$ cat config.mk
export PLATFORM = sky130hd
export DESIGN_NAME = fifo_uart_tx
export DESIGN_NICKNAME = d
export VERILOG_FILES = /design/src/rtl/fifo_uart_pkg.sv /design/src/rtl/uart_baud_gen.sv /design/src/rtl/fifo_uart_tx.sv
export SDC_FILE = /design/constraint.sdc
export NUM_CORES = 1
export LEC_CHECK = 0
export BUFFER_PORTS_ARGS = -buffer_cell sky130_fd_sc_hd__buf_2
export CAP_MARGIN = 10
export CELL_PAD_IN_SITES_DETAIL_PLACEMENT = 0
export CELL_PAD_IN_SITES_GLOBAL_PLACEMENT = 1
export CORE_MARGIN = 1
export CORE_UTILIZATION = 44
export CTS_BUF_LIST = sky130_fd_sc_hd__clkbuf_8
export DETAILED_ROUTE_END_ITERATION = 10
export PLACE_DENSITY_LB_ADDON = 0.15
export SLEW_MARGIN = 25
export SYNTH_ARGS = -nofsm -noshare
export SYNTH_HDL_FRONTEND = slang
export SYNTH_HIERARCHICAL = 1
export SYNTH_SLANG_ARGS = --single-unit
$ cat constraint.sdc
create_clock -name clk -period 3.1 [get_ports clk]
set_clock_uncertainty 0.2 [all_clocks]
set_input_delay 0.775 -clock clk [delete_from_list [all_inputs] [get_ports clk]]
set_output_delay 0.775 -clock clk [all_outputs]
set_load 0.02 [all_outputs]
$ cat src/rtl/fifo_uart_pkg.sv
// fifo_uart_pkg: shared types and constants for the FIFO-fed UART transmitter.
// Holds the byte width and the transmitter state encoding.
package fifo_uart_pkg;

  localparam int DATA_W = 8;

  typedef enum logic [2:0] {
    IDLE,
    START,
    DATA,
    PARITY,
    STOP
  } tx_state_t;

endpackage

$ cat src/rtl/uart_baud_gen.sv
// uart_baud_gen: counts CLKS_PER_BIT clocks per serial bit.
// bit_done is high on the last clock of every bit period.
module uart_baud_gen
  import fifo_uart_pkg::*;
#(
  parameter int CLKS_PER_BIT = 16
) (
  input  logic clk,
  input  logic reset,
  input  logic clear,
  output logic bit_done
);

  localparam int CW = $clog2(CLKS_PER_BIT);
  localparam logic [CW-1:0] LAST = CW'(CLKS_PER_BIT - 1);

  logic [CW-1:0] cnt;

  assign bit_done = (cnt == LAST);

  // Free-running bit-period counter, wraps at LAST, held at 0 by clear.
  always_ff @(posedge clk) begin
    if (reset || clear) begin
      cnt <= '0;
    end else if (bit_done) begin
      cnt <= '0;
    end else begin
      cnt <= cnt + CW'(1);
    end
  end

endmodule

$ cat src/rtl/fifo_uart_tx.sv
// fifo_uart_tx: pops bytes from a FIFO and shifts them out as 8N1 frames.
// Define UART_TX_PARITY_EN to insert an even-parity bit (8E1).
module fifo_uart_tx
  import fifo_uart_pkg::*;
#(
  parameter int CLKS_PER_BIT = 16
) (
  input  logic              clk,
  input  logic              reset,
  input  logic [DATA_W-1:0] fifo_dout,
  input  logic              fifo_empty,
  output logic              fifo_rd,
  output logic              txd,
  output logic              busy
);

  tx_state_t         state;
  logic [DATA_W-1:0] shreg;
  logic [2:0]        bit_cnt;
  logic              bit_done;
  logic              load;
  logic              baud_clr;
`ifdef UART_TX_PARITY_EN
  logic              par;
`endif

  assign load = !reset && !fifo_empty &&
                ((state == IDLE) ||
                 ((state == STOP) && bit_done));

  assign fifo_rd  = load;
  assign baud_clr = load || (state == IDLE);

  uart_baud_gen #(
    .CLKS_PER_BIT (CLKS_PER_BIT)
  ) u_baud (
    .clk      (clk),
    .reset    (reset),
    .clear    (baud_clr),
    .bit_done (bit_done)
  );

  // Frame sequencer: loads a byte, then walks start/data/(parity)/stop.
  always_ff @(posedge clk) begin
    if (reset) begin
      state   <= IDLE;
      txd     <= 1'b1;
      busy    <= 1'b0;
      shreg   <= '0;
      bit_cnt <= '0;
`ifdef UART_TX_PARITY_EN
      par     <= 1'b0;
`endif
    end else if (load) begin
      state   <= START;
      txd     <= 1'b0;
      busy    <= 1'b1;
      shreg   <= fifo_dout;
      bit_cnt <= '0;
`ifdef UART_TX_PARITY_EN
      par     <= ^fifo_dout;
`endif
    end else if (bit_done) begin
      unique case (state)
        START: begin
          state <= DATA;
          txd   <= shreg[0];
          shreg <= shreg >> 1;
        end
        DATA: begin
          if (bit_cnt == 3'(DATA_W - 1)) begin
`ifdef UART_TX_PARITY_EN
            state <= PARITY;
            txd   <= par;
`else
            state <= STOP;
            txd   <= 1'b1;
`endif
          end else begin
            bit_cnt <= bit_cnt + 3'd1;
            txd     <= shreg[0];
            shreg   <= shreg >> 1;
          end
        end
`ifdef UART_TX_PARITY_EN
        PARITY: begin
          state <= STOP;
          txd   <= 1'b1;
        end
`endif
        STOP: begin
          state <= IDLE;
          txd   <= 1'b1;
          busy  <= 1'b0;
        end
        default: begin
          state <= IDLE;
          txd   <= 1'b1;
          busy  <= 1'b0;
        end
      endcase
    end
  end

endmodule

==> flow_summary.ini, run 1 <==
[pwr]
power_switching_share = 0.247
power_frac_clock = 0.369
power.density_nw_per_um2 = 495
power.switching_mw = 0.135
power.internal_mw = 0.412
peakVddDrop_mv = 0.270
leakagePower_nw = 0.445
pwr-share-seq = 0.509
finalPower_mw = 0.547
pwr-share-comb = 0.122

[clock_tree]
cts_hold_buf = 0
cts.sinks = 20
clock_path_buffers = 2
clk_latency_ns = 0.26
postCtsSetupBuffers = 0
htreeDepth = 1
clkTransAtPathRegs_ns = 0.08
cts_buffers = 3
clockRootBuffer = clkbuf_8
postCtsResizedCells = 0
cts_tree = built

[floorplan]
core_area_sq_um = 2020
die_x_um = 48.9
die_h_um = 48.9
row_count = 16
ios = 14
start_util = 0.478
die_area_sq_um = 2390

[yosys]
ys_ff_latch = 20
syn-cell-area_sq_um = 966
ys_seq_area_frac = 0.415
syn-num-nets = 121
yosysWarnings = 6
yosysUniqueCellTypes = 33
synth_area_per_cell_sq_um = 9.03
syn_inst = 107

[critical_path]
crit_fanout = 7
critical-path-max-stage-delay_ns = 0.44
ff2ff_setup_slack_ns = 0.77
crit_path_cell_trace = ha_1, nand3_1, inv_1, nor2b_1, or4_4, clkinv_4, buf_2
cpMaxStageDelayCell = or4_4
critPathKind = flip-flop to primary output
crit_path_end_kind = primary output
crit_required_ns = 2.12
crit_arrival_ns = 1.89
startpoint_type = flip-flop

[grt]
grt_pass1_vias = 748
grt_max_degree = 16
grt_util_all_layers = 0.173
grt_pass1_wl_um = 3130
antenna_found_initial = 0
grt.overflow.total = 0

[placed_design]
dp_slack_ns = 0.443
place_congestion = 0.713
placed_area_sq_um = 1050
dp_hpwl_um = 1330
dp_cells = 146
port_buffers = 13

[sta]
setup_violations = 0
fmax_mhz = 349
period_share = 0.923
worstMarginPinSlew_ns = 0.446
fin_crit_ns = 2.86
finalMaxSlewViolations = 0
setup_tns_ns = 0
setup_slack_ns = 0.238
rsz0062_at_grt = no
whs_ns = 0.248
finalHoldViolations = 0
max-slew-margin-rel = 0.700

[final_layout]
final_common_cell = dfxtp_1
antenna_cells = 0
mostFrequentLayoutCells = 20 x dfxtp_1, 16 x nor2_1, 13 x nand2_1, 13 x buf_2, 9 x o21ai_0
final_cells = 150
syn_to_final_growth_pct = 14.4
fin_area_sq_um = 1100
utilization = 0.546
nets = 138
drive_gt1_frac = 0.285
nFillCells = 194

[drt]
drt-initial-drc-count = 20
drt_wl_total_um = 1810
vias = 789
firstDrtPassIters = 4
route.detailed.drc = 0
via_per_inst = 5.26
wl_per_cell_um = 12.1
ant_nets = 0

[run_status]
status = finished, final reports clean

[job]
maxCapViolCount = 0

[min_path]
hp-class = flip-flop to flip-flop
final timing paths:
path / cells after the start / end / start
min reg2reg: 1 / u_baud/cnt[0]$_SDFF_PP0_ / u_baud/cnt[0]$_SDFF_PP0_
max: 7 / fifo_rd / u_baud/cnt[0]$_SDFF_PP0_
max reg2reg: 9 / u_baud/cnt[1]$_SDFF_PP0_ / u_baud/cnt[0]$_SDFF_PP0_
min: 1 / u_baud/cnt[0]$_SDFF_PP0_ / u_baud/cnt[0]$_SDFF_PP0_
cells in the mapped netlist (all sizes together):
library cell / number / area [sq um]
dfxtp: 20 / 400
nor2: 17 / 66.3
nand2: 13 / 48.8
o21ai: 9 / 45.0
a21oi: 6 / 37.5
a311oi: 5 / 75.1
nand3: 5 / 25.0
ha: 3 / 37.5
inv: 3 / 11.3
nor2b: 3 / 18.8
a211oi: 2 / 25.0
buf: 2 / 26.3
nor3: 2 / 15.0
or2: 2 / 12.5
xor2: 2 / 17.5
a2bb2oi: 1 / 8.76
a31o: 1 / 8.76
a31oi: 1 / 6.26
and2b: 1 / 7.51
and3: 1 / 6.26
clkbuf: 1 / 3.75
clkinv: 1 / 8.76
nand2b: 1 / 6.26
nor3b: 1 / 12.5
o21a: 1 / 7.51
o31ai: 1 / 7.51
or4: 1 / 11.3
xnor2: 1 / 8.76
power by group through the flow:
stage / sequential [mW] / combinational (mW) / clock (mW)
2_1_floorplan: 0.287 / 0.0475 / 0
3_3_place_gp: 0.284 / 0.0662 / 0
3_5_place_dp: 0.284 / 0.0671 / 0
4_1_cts: 0.278 / 0.0675 / 0.205
5_1_grt: 0.281 / 0.0745 / 0.218
6_report: 0.278 / 0.0667 / 0.202
registers in the layout, summed over array words and instances, names as in the netlist:
register / flops
state: 3
bit_cnt: 3
u_baud/cnt: 4
shreg: 8
txd: 1
busy: 1
layout make-up:
type                    instances  area [sq um]  area share
repair buffers                 15          80.1      0.0725
flip-flops and latches         20           400       0.362
inverters                       4          20.0      0.0181
well taps                      27          33.8      0.0306
multi-input cells              80           515       0.467
clock buffers                   4          55.1      0.0498
per-layer routing:
layer | vias up | share of wire | routed length [um] | track usage
met1 | 358 | 0.52 | 932 | 0.219
met4 | 0 | 0.023 | 41 | 0.103
met2 | 19 | 0.41 | 743 | 0.262
met5 | - | 0 | 0 | 0
li1 | 407 | - | - | -
met3 | 5 | 0.050 | 91 | 0.0467
cells by family after synthesis:
| logic type | synth area share |
|---|---|
| AO/OA/AOI/OAI | 0.229 |
| XOR/XNOR | 0.0272 |
| adder cells (fa/ha/maj) | 0.0389 |
| buffers and inverters | 0.0518 |
| flip-flops | 0.415 |
| AND/OR/NAND/NOR | 0.238 |
worst max-delay path: cells and delay by family, from the launching register on:
| family | cells | cell delay [ns] |
|---|---|---|
| adders and majority gates | 1 | 0.19 |
| buffers and inverters | 3 | 0.43 |
| DFF | 1 | 0.35 |
| and+or+nand+nor | 3 | 0.65 |
(Power assumes the default switching activity.)
==> run 2: changes to the inputs <==
- CORE_UTILIZATION: 44 -> 41
- CTS_BUF_LIST: sky130_fd_sc_hd__clkbuf_8 -> default
==> run 2 against run 1 <==
Fmax decreased by 0.80%. Clock power fell by 42%. Sequential power barely moved. Via count is 0.25% lower. Design area fell by 2.2%. Non-clock buffer count increased by 1. Core utilization shrank 5.8 points. Sequential share of layout area is 0.80 points higher. Count of clock-buffer cells in the layout down 1. Wire length increased by 2.4%. Combinational power increased by 0.7%. Critical path depth did not move.
==> flow_summary.ini, run 2 (synthesis gave the netlist of run 1 again) <==
[run_status]
status = finished, final reports clean

[placed_design]
port_buffers = 13
dp_hpwl_um = 1390
place_congestion = 0.702
placed_area_sq_um = 1060
dp_cells = 148
dp_slack_ns = 0.441

[critical_path]
crit_path_end_kind = primary output
crit_fanout = 7
startpoint_type = flip-flop
ff2ff_setup_slack_ns = 0.77
crit_required_ns = 2.12
critPathKind = flip-flop to primary output
crit_arrival_ns = 1.91

[sta]
fmax_mhz = 347
period_share = 0.931
finalMaxSlewViolations = 0
rsz0062_at_grt = no
finalHoldViolations = 0
setup_violations = 0
whs_ns = 0.265
setup_slack_ns = 0.215
fin_crit_ns = 2.89
max-slew-margin-rel = 0.665
worstMarginPinSlew_ns = 0.498
setup_tns_ns = 0

[floorplan]
start_util = 0.437
row_count = 17
die_h_um = 50.5
ios = 14
die_area_sq_um = 2550
die_x_um = 50.5
core_area_sq_um = 2210

[final_layout]
regMostFlops = shreg
utilization = 0.489
nets = 139
drive_gt1_frac = 0.293
final_cells = 151
reg.largest.list = shreg (8), u_baud/cnt (4)
mostFrequentLayoutCells = 20 x dfxtp_1, 16 x nor2_1, 13 x nand2_1, 13 x buf_2, 9 x o21ai_0
antenna_cells = 0
largest_reg_flops = 8
syn_to_final_growth_pct = 11.9
nFillCells = 244
final_common_cell = dfxtp_1
fin_area_sq_um = 1080

[grt]
antenna_found_initial = 0
grt_pass1_vias = 802
grt.overflow.total = 0
grt_pass1_wl_um = 3460
grt_util_all_layers = 0.181
grt_max_degree = 16

[pwr]
power.density_nw_per_um2 = 429
leakagePower_nw = 0.433
peakVddDrop_mv = 0.213
finalPower_mw = 0.463

[clock_tree]
clkTransAtPathRegs_ns = 0.10
cts.sinks = 20
cts_tree = built
cts_buffers = 3
clock_path_buffers = 2
htreeDepth = 1
cts_hold_buf = 0
clockRootBuffer = clkbuf_4
clk_latency_ns = 0.29

[drt]
drt-initial-drc-count = 8
vias = 787
route.detailed.drc = 0
drt_wl_total_um = 1850
firstDrtPassIters = 4
via_per_inst = 5.21
ant_nets = 0
wl_per_cell_um = 12.3

[min_path]
hp-class = flip-flop to flip-flop

[job]
maxCapViolCount = 0
run 2: layout make-up:
cell class                 count  area [sq um]  area share
multi-input combinational     80           515       0.477
inverter                       4          20.0      0.0185
clock buffer                   3          22.5      0.0208
sequential                    20           400       0.370
timing repair buffer          16          87.6      0.0810
tap                           28          35.0      0.0324
run 2: critical path, cell delays in order (launching register included):
cell	delay (ns)
dfxtp_1	0.37
ha_1	0.19
nand3_1	0.14
inv_2	0.14
nor2b_1	0.08
or4_4	0.44
clkinv_4	0.09
buf_2	0.16
run 2: metal layers:
| layer | up-vias | part of all wire | track usage |
|---|---|---|---|
| met4 | 0 | 0.0076 | 0.0278 |
| met1 | 361 | 0.49 | 0.224 |
| li1 | 408 | - | - |
| met3 | 2 | 0.048 | 0.0667 |
| met2 | 16 | 0.45 | 0.302 |
| met5 | - | 0 | 0 |
run 2: timing repair:
action                     in CTS  in global routing
setup endpoints to repair       0                  1
resized for setup               0                  1
setup buffers                   0                  0
run 2: worst paths after layout:
kind	startpoint	to	cells after the start
hold reg to reg	bit_cnt[1]$_SDFFE_PP0P_	bit_cnt[1]$_SDFFE_PP0P_	2
setup / recovery	u_baud/cnt[0]$_SDFF_PP0_	fifo_rd	7
setup reg to reg	u_baud/cnt[0]$_SDFF_PP0_	u_baud/cnt[1]$_SDFF_PP0_	9
hold / removal	bit_cnt[1]$_SDFFE_PP0P_	bit_cnt[1]$_SDFFE_PP0P_	2
run 2: where the power goes:
part	switching (mW)	internal, mW	total, mW	leakage [nW]
sequential	0.00858	0.271	0.279	0.163
combinational	0.0388	0.0284	0.0672	0.256
clock	0.0718	0.0452	0.117	0.0138
==> run 3: changes to the inputs <==
- RECOVER_POWER: default -> 50
- SLEW_MARGIN: 25 -> 20
==> run 3 against run 2 <==
Critical path depth unchanged. Non-clock buffer count unchanged. Design area decreased by 1.0%. Total power decreased by 0.42%.
==> flow_summary.ini, run 3 (synthesis gave the netlist of run 1 again) <==
[critical_path]
path_delay_family = simple AND/OR/NAND/NOR gates
critical-path-max-stage-delay_ns = 0.44
cpMaxStageDelayCell = or4_4
crit_path_end_kind = primary output
path_buf_inv = 3
worst_r2r_path_depth = 10
path_depth = 7
crit_path_cell_trace = ha_1, nand3_1, inv_2, nor2b_1, or4_4, clkinv_4, buf_2
crit_required_ns = 2.12
crit_arrival_ns = 1.91
startpoint_type = flip-flop
critPathKind = flip-flop to primary output
crit_fanout = 7

[floorplan]
ios = 14
start_util = 0.437
core_area_sq_um = 2210
die_x_um = 50.5
die_area_sq_um = 2550
die_h_um = 50.5
row_count = 17

[placed_design]
port_buffers = 13
place_congestion = 0.702
dp_cells = 148
placed_area_sq_um = 1060
dp_slack_ns = 0.441
dp_hpwl_um = 1390

[grt]
grt_max_degree = 16
grt_pass1_vias = 802
grt_pass1_wl_um = 3460
grt_util_all_layers = 0.181
antenna_found_initial = 0
grt.overflow.total = 0

[sta]
setup_violations = 0
fin_crit_ns = 2.88
period_share = 0.930
finalMaxSlewViolations = 0
finalHoldViolations = 0
worstMarginPinSlew_ns = 0.788
fmax_mhz = 347
setup_tns_ns = 0
rsz0062_at_grt = no
max-slew-margin-rel = 0.475
setup_slack_ns = 0.216

[final_layout]
antenna_cells = 0
nets = 139
reg.largest.list = shreg (8), u_baud/cnt (4)
final_common_cell = dfxtp_1
largest_reg_flops = 8
regMostFlops = shreg
syn_to_final_growth_pct = 10.8
final_cells = 151
fin_area_sq_um = 1070
drive_gt1_frac = 0.260
mostFrequentLayoutCells = 20 x dfxtp_1, 16 x nor2_1, 13 x nand2_1

[pwr]
power_frac_clock = 0.253
power.internal_mw = 0.343
peakVddDrop_mv = 0.216
power.switching_mw = 0.119
finalPower_mw = 0.462
pwr-share-seq = 0.605
power_switching_share = 0.257
pwr-share-comb = 0.142
power.density_nw_per_um2 = 431
leakagePower_nw = 0.421

[clock_tree]
cts.sinks = 20
clock_path_buffers = 2
htreeDepth = 1
cts_buffers = 3
cts_hold_buf = 0
clk_latency_ns = 0.29
clockRootBuffer = clkbuf_4
cts_tree = built
clkTransAtPathRegs_ns = 0.10

[drt]
route.detailed.drc = 0
ant_nets = 0
firstDrtPassIters = 4
vias = 784
drt_wl_total_um = 1860
drt-initial-drc-count = 9
via_per_inst = 5.19
wl_per_cell_um = 12.3

[min_path]
hp-class = flip-flop to flip-flop
holdPathStages = 2

[run_status]
status = finished, final reports clean

[job]
maxCapViolCount = 0
==> run 3: cell types whose count changed in the layout (fill, tap and decap cells not counted), sizes merged <==
cell and delta:
clkbuf +3, buf -3
==> run 3: cell type report <==
class / count / area [sq um]
Fill cell: 244 / 1140
Multi-Input combinational cell: 80 / 510
Sequential cell: 20 / 400
Timing Repair Buffer: 16 / 81.3
Tap cell: 28 / 35.0
Clock buffer: 3 / 22.5
Inverter: 4 / 20.0
==> run 3: metrics by stage <==
stage	util	hold WS, ns
floorplan	-	0.218
global placement	0.479	0.233
detailed placement	0.479	0.252
CTS	0.489	0.268
global route	0.484	0.296
finish	0.484	0.265
==> run 3: final timing paths <==
path                            slack (ns)                     start                  endpoint
worst max-delay path                  0.22  u_baud/cnt[0]$_SDFF_PP0_                   fifo_rd
worst min register to register        0.27   bit_cnt[1]$_SDFFE_PP0P_   bit_cnt[1]$_SDFFE_PP0P_
worst min-delay path                  0.27   bit_cnt[1]$_SDFFE_PP0P_   bit_cnt[1]$_SDFFE_PP0P_
worst max register to register        0.39  u_baud/cnt[0]$_SDFF_PP0_  u_baud/cnt[3]$_SDFF_PP0_
==> run 3: layer usage <==
layer	up-vias	GRT usage	wire length [um]
li1	410	-	-
met1	360	0.224	901
met2	12	0.302	856
met3	2	0.0667	85
met4	0	0.0278	15
met5	-	0	0
==> run 3: power by group through the flow <==
stage / combinational (mW) / clock (mW) / sequential, mW
global placement: 0.0668 / 0 / 0.285
detailed placement: 0.0674 / 0 / 0.285
floorplan: 0.0475 / 0 / 0.287
global route: 0.0739 / 0.134 / 0.281
CTS: 0.0676 / 0.126 / 0.280
finish: 0.0656 / 0.117 / 0.279
==> run 3: what timing repair did <==
| item | CTS | global route |
|---|---|---|
| setup endpoints to repair | 0 | 1 |
| setup buffers | 0 | 0 |
| endpoints found under the hold margin | 0 | 0 |
| gates resized for setup | 0 | 1 |
==> run 3: tightest hold or removal path, cell delays in order (launching register included) <==
cell,delay (ns)
dfxtp_1,0.32
nand2_1,0.05
a21oi_1,0.05
